**src/rtl/timer_pkg.sv**
```systemverilog
// Shared FSM state encoding for the timer sequencer and anything that observes it.
package timer_pkg;
    localparam int STATE_W = 2;

    typedef enum logic [STATE_W-1:0] {
        IDLE = 2'd0,
        LOAD = 2'd1,
        RUN  = 2'd2
    } state_t;
endpackage

```
**src/rtl/timer_count_core.sv**
```systemverilog
// Loadable up/down counter; priority clr > load > en; updates one cycle after a control.
// No backpressure: controls are acted on every clock edge.
module timer_count_core #(
    parameter int W = 16
) (
    input  logic         clk,
    input  logic         reset,
    input  logic         clr,
    input  logic         load,
    input  logic         en,
    input  logic         up,
    input  logic [W-1:0] load_val,
    output logic [W-1:0] count
);

    always_ff @(posedge clk or posedge reset) begin
        if (reset) begin
            count <= '0;
        end else if (clr) begin
            count <= '0;
        end else if (load) begin
            count <= load_val;
        end else if (en) begin
            count <= up ? count + 1'b1 : count - 1'b1;
        end
    end

endmodule

```
**src/rtl/timer_sequencer.sv**
```systemverilog
// Prescaled one-shot/periodic up/down timer; start at n -> busy at n+1, loaded count at n+2.
// No backpressure: done_tick is a single-cycle pulse, pause freezes time, stop aborts.
module timer_sequencer
    import timer_pkg::*;
#(
    parameter int W  = 16,
    parameter int PW = 8
) (
    input  logic          clk,
    input  logic          reset,
    input  logic          start,
    input  logic          stop,
    input  logic          pause,
    input  logic          periodic,
    input  logic          up,
    input  logic [W-1:0]  period,
    input  logic [PW-1:0] prescale,
    output logic          busy,
    output logic          done_tick,
    output logic [W-1:0]  count
);

    state_t        state, state_nxt;

    logic          periodic_q;
    logic          up_q;
    logic [W-1:0]  period_q;
    logic [PW-1:0] prescale_q;
    logic          load_cfg;

    logic [PW-1:0] presc, presc_nxt;
    logic          tick;
    logic          at_term;
    logic [W-1:0]  term_val;
    logic [W-1:0]  start_val;

    logic          cnt_clr;
    logic          cnt_load;
    logic          cnt_en;

    // Configuration snapshot taken on an accepted start; later input changes are ignored.
    always_ff @(posedge clk or posedge reset) begin
        if (reset) begin
            periodic_q <= 1'b0;
            up_q       <= 1'b0;
            period_q   <= '0;
            prescale_q <= '0;
        end else if (load_cfg) begin
            periodic_q <= periodic;
            up_q       <= up;
            period_q   <= period;
            prescale_q <= prescale;
        end
    end

    assign term_val  = up_q ? period_q : '0;
    assign start_val = up_q ? '0 : period_q;
    assign at_term   = (count == term_val);
    assign tick      = (state == RUN) && !pause && (presc == prescale_q);

    always_ff @(posedge clk or posedge reset) begin
        if (reset) begin
            presc <= '0;
        end else begin
            presc <= presc_nxt;
        end
    end

    // Pause holds the phase so a resumed interval loses no cycles.
    always_comb begin
        presc_nxt = presc;
        if (state == LOAD || stop) begin
            presc_nxt = '0;
        end else if (state == RUN && !pause) begin
            presc_nxt = (presc == prescale_q) ? '0 : presc + 1'b1;
        end
    end

    always_ff @(posedge clk or posedge reset) begin
        if (reset) begin
            state <= IDLE;
        end else begin
            state <= state_nxt;
        end
    end

    always_comb begin
        state_nxt = state;
        load_cfg  = 1'b0;
        cnt_clr   = 1'b0;
        cnt_load  = 1'b0;
        cnt_en    = 1'b0;
        done_tick = 1'b0;
        busy      = 1'b0;
        case (state)
            IDLE: begin
                if (start && !stop) begin
                    load_cfg  = 1'b1;
                    state_nxt = LOAD;
                end
            end
            LOAD: begin
                busy = 1'b1;
                if (stop) begin
                    cnt_clr   = 1'b1;
                    state_nxt = IDLE;
                end else begin
                    cnt_load  = 1'b1;
                    state_nxt = RUN;
                end
            end
            RUN: begin
                busy = 1'b1;
                if (stop) begin
                    cnt_clr   = 1'b1;
                    state_nxt = IDLE;
                end else if (tick) begin
                    if (at_term) begin
                        done_tick = 1'b1;
                        if (periodic_q) begin
                            cnt_load = 1'b1;
                        end else begin
                            state_nxt = IDLE;
                        end
                    end else begin
                        cnt_en = 1'b1;
                    end
                end
            end
            default: begin
                state_nxt = IDLE;
            end
        endcase
    end

    timer_count_core #(
        .W (W)
    ) u_count (
        .clk      (clk),
        .reset    (reset),
        .clr      (cnt_clr),
        .load     (cnt_load),
        .en       (cnt_en),
        .up       (up_q),
        .load_val (start_val),
        .count    (count)
    );

endmodule

```
**config.mk**
```make
export PLATFORM = sky130hd
export DESIGN_NAME = timer_sequencer
export DESIGN_NICKNAME = d
export VERILOG_FILES = /design/src/rtl/timer_pkg.sv /design/src/rtl/timer_count_core.sv /design/src/rtl/timer_sequencer.sv
export SDC_FILE = /design/constraint.sdc
export NUM_CORES = 1
export LEC_CHECK = 0
export CAP_MARGIN = 20
export CORE_ASPECT_RATIO = 1.4
export CORE_MARGIN = 2
export CORE_UTILIZATION = 30
export DETAILED_ROUTE_END_ITERATION = 6
export MAX_ROUTING_LAYER = met4
export RECOVER_POWER = 50
export SYNTH_ARGS = -nofsm -noshare
export SYNTH_HDL_FRONTEND = slang
export SYNTH_SLANG_ARGS = --single-unit
```
**constraint.sdc**
```tcl
create_clock -name clk -period 4.9 [get_ports clk]
set_input_delay 1.225 -clock clk [delete_from_list [all_inputs] [get_ports clk]]
set_output_delay 1.225 -clock clk [all_outputs]
set_load 0.1 [all_outputs]
```
==> impl_metrics.toml <==
[die]
ios = 49
die_w_um = 97.7
rows = 47
fp.dieArea_um2 = 13200
start_util_pct = 31.0
die_h_um = 135
fp.coreArea_um2 = 11900

[power]
peakVddDrop_mv = 0.344
power_density_nw_per_um2 = 721
total_power_w = 0.00322
total_leakage_power_nw = 1.93

[logic_synthesis]
ys_seq_elements = 52
synth-edff-count = 0
synth_top_cell_by_area = "dfrtp_1"
syn_nets = 433
yosysMostFrequentCell = "dfrtp_1"
ys_types = 49
synthTopCellsByCount = "52 x dfrtp_1, 48 x nand2_1, 39 x mux2_2"
syn_area_um2 = 3680
avgSynthCellArea_um2 = 9.62
synth_area_leaders = "dfrtp_1 35%, mux2_2 12%, ha_1 6.1%"
ys_async_sr_fraction_pct = 100
seq_area_frac_synth_pct = 35.3
yosys_warnings = 0
synthCells = 383
yosys.area.top_type_share_pct = 35.3
synth_ff_type = "dfrtp_1"

[route]
drt_pre_antenna_iters = 4
ant_nets = 0
met2_length_um = 5010
dr_wl_met3_um = 347
via_per_inst = 5.31
dr.max_layer_used = "met4"
remaining_drc_errors = 0
met1Wirelength_um = 3800
vias = 3065
drt_iter0_markers = 139
wirelength_um = 9390
wl_per_cell_um = 16.3

[worst_setup_path]
required_ns = 3.67
setup.worst_path.end_class = "output port"
arrival_ns = 3.01
path_class = "reg2out"
critPathLaunchType = "register"
crit_fanout = 29
worst-r2r-cell-count = 7

[grt]
grt_pass1_wl_um = 15500
grt_max_degree = 35
antenna_found_initial = 0
grt_remaining_overflow = 0
grt_pass1_vias = 3153
grt_util_all_layers_pct = 14.9

[timing]
skew_ns = 0.00738
max_slew_margin_pct = 15.0
finalSetupTns_ns = 0
layout_setup_ws_ns = 0.663
hold_viol = 0
final-max-slew-violation-count = 0
min_period_over_period_pct = 86.5
rsz0062_at_grt = "false"
holdWs_ns = 0.529
max_clock_freq_mhz = 236
tightestPinTransition_ns = 1.27
finalSetupViolCount = 0
post-route-min-period_ns = 4.24

[run]
max_cap_violations = 0

[finish]
syn_to_final_growth_pct = 21.1
utilization_pct = 37.6
nNetsFinal = 479
layout-drive-gt1-share_pct = 13.3
antenna_cells = 0

[hold_path]
hold_path_class = "reg2reg"
whs_path_depth = 1

[placed_design]
portBuffers = 48
place_ws_ns = 0.881
dp.final_hpwl_um = 7260
globalplace.congestion = 0.919

[clock_tree]
cts_buffers = 5
clk_pin_slew_worst_paths_ns = 0.07
htree_levels = 2
cts_tree = "yes"
clk_latency_ns = 0.29
post_cts_resized = 0
root_buffer = "clkbuf_16"
cts_buffer_depth = 2
cts.sinks = 52
cts_setup_buffers = 0
ctsHoldBuffers = 0

[status]
outcome = "finished, final reports clean"
[worst paths after layout]
| check | start | endpoint | slack [ns] |
|---|---|---|---|
| worst max-delay path | up_q$_DFFE_PP0P_ | done_tick | 0.66 |
| worst min-delay path | prescale_q[4]$_DFFE_PP0P_ | prescale_q[4]$_DFFE_PP0P_ | 0.53 |
| worst max register to register | up_q$_DFFE_PP0P_ | u_count.count[15]$_DFFE_PP0P_ | 1.37 |
| worst min register to register | prescale_q[4]$_DFFE_PP0P_ | prescale_q[4]$_DFFE_PP0P_ | 0.53 |
| max in group asynchronous | reset | presc[1]$_DFFE_PP0P_ | 1.67 |
| min in group asynchronous | reset | prescale_q[6]$_DFFE_PP0P_ | 1.73 |
[layer usage]
layer | track usage, % | up-vias
met5 | - | -
met4 | 5.71 | 0
met3 | 1.86 | 15
met2 | 27.4 | 75
met1 | 16.5 | 1497
li1 | - | 1478
[cell type report]
cell class                 count  area (um^2)
fill                        1234         7420
multi-input combinational    306         2270
sequential                    52         1300
timing repair buffer          52          517
tap                          147          184
clock buffer                   5          125
inverter                      12         45.0
clock inverter                 3         22.5
[flip-flops by register name (all words and copies together), names as in the netlist]
register       flops
presc              8
u_count.count     16
up_q               1
period_q          16
periodic_q         1
prescale_q         8
state              2
[cell families (layout without fill, tap and decap cells)]
logic type	Yosys count	count (layout)	synth area share, %
adder cells (fa/ha/maj)	19	19	6.66
AO/OA/AOI/OAI	75	75	13.4
buffers and inverters	25	72	3.53
multiplexers	55	55	16.3
flip-flops	52	52	35.3
XOR/XNOR	35	35	8.32
AND/OR/NAND/NOR	122	122	16.5
[cells in the final DEF, fill, tap and decap left out, types with 3 or more instances in the layout]
| cell type | netlist | routed |
|---|---|---|
| nor3_1 | 6 | 6 |
| nand2_1 | 48 | 48 |
| clkdlybuf4s50_1 | 0 | 44 |
| nor2b_1 | 5 | 5 |
| o21ai_0 | 15 | 15 |
| nand4b_1 | 6 | 6 |
| a31oi_1 | 3 | 3 |
| nand2b_1 | 5 | 5 |
| clkbuf_16 | 0 | 5 |
| xor2_1 | 23 | 23 |
| mux2_2 | 39 | 39 |
| mux2i_1 | 16 | 16 |
| ha_1 | 18 | 18 |
| nand4_1 | 9 | 9 |
| o22ai_1 | 7 | 7 |
| o21a_1 | 6 | 6 |
| a21oi_1 | 18 | 18 |
| inv_1 | 12 | 12 |
| buf_4 | 0 | 3 |
| nand3_1 | 9 | 9 |
| a21o_1 | 4 | 4 |
| nor2_1 | 23 | 23 |
| dlygate4sd3_1 | 0 | 3 |
| dfrtp_1 | 52 | 52 |
| xnor2_1 | 12 | 12 |
[power by group]
group | switching, W | leakage [nW] | total [W] | internal [W]
Clock | 0.000160 | 0.0742 | 0.000352 | 0.000191
Sequential | 0.000289 | 0.664 | 0.000887 | 0.000598
Combinational | 0.00123 | 1.19 | 0.00198 | 0.000746
Total | 0.00168 | 1.93 | 0.00322 | 0.00154
[through the flow]
stage | instance area, um^2 | std cells
6_report | 4460 | 577
5_1_grt | 4460 | 577
4_1_cts | 4470 | 577
3_5_place_dp | 4320 | 569
3_3_place_gp | 4320 | 569
2_1_floorplan | 3700 | 383
[critical path, cell delays in order, from the launching register on]
cell,delay [ns]
dfrtp_1,0.92
nand4b_1,0.17
o22a_1,0.23
a32oi_1,0.27
or4b_4,0.56
nor4b_4,0.35
buf_12,0.22
Note: power is estimated with default switching activity, not from simulation.
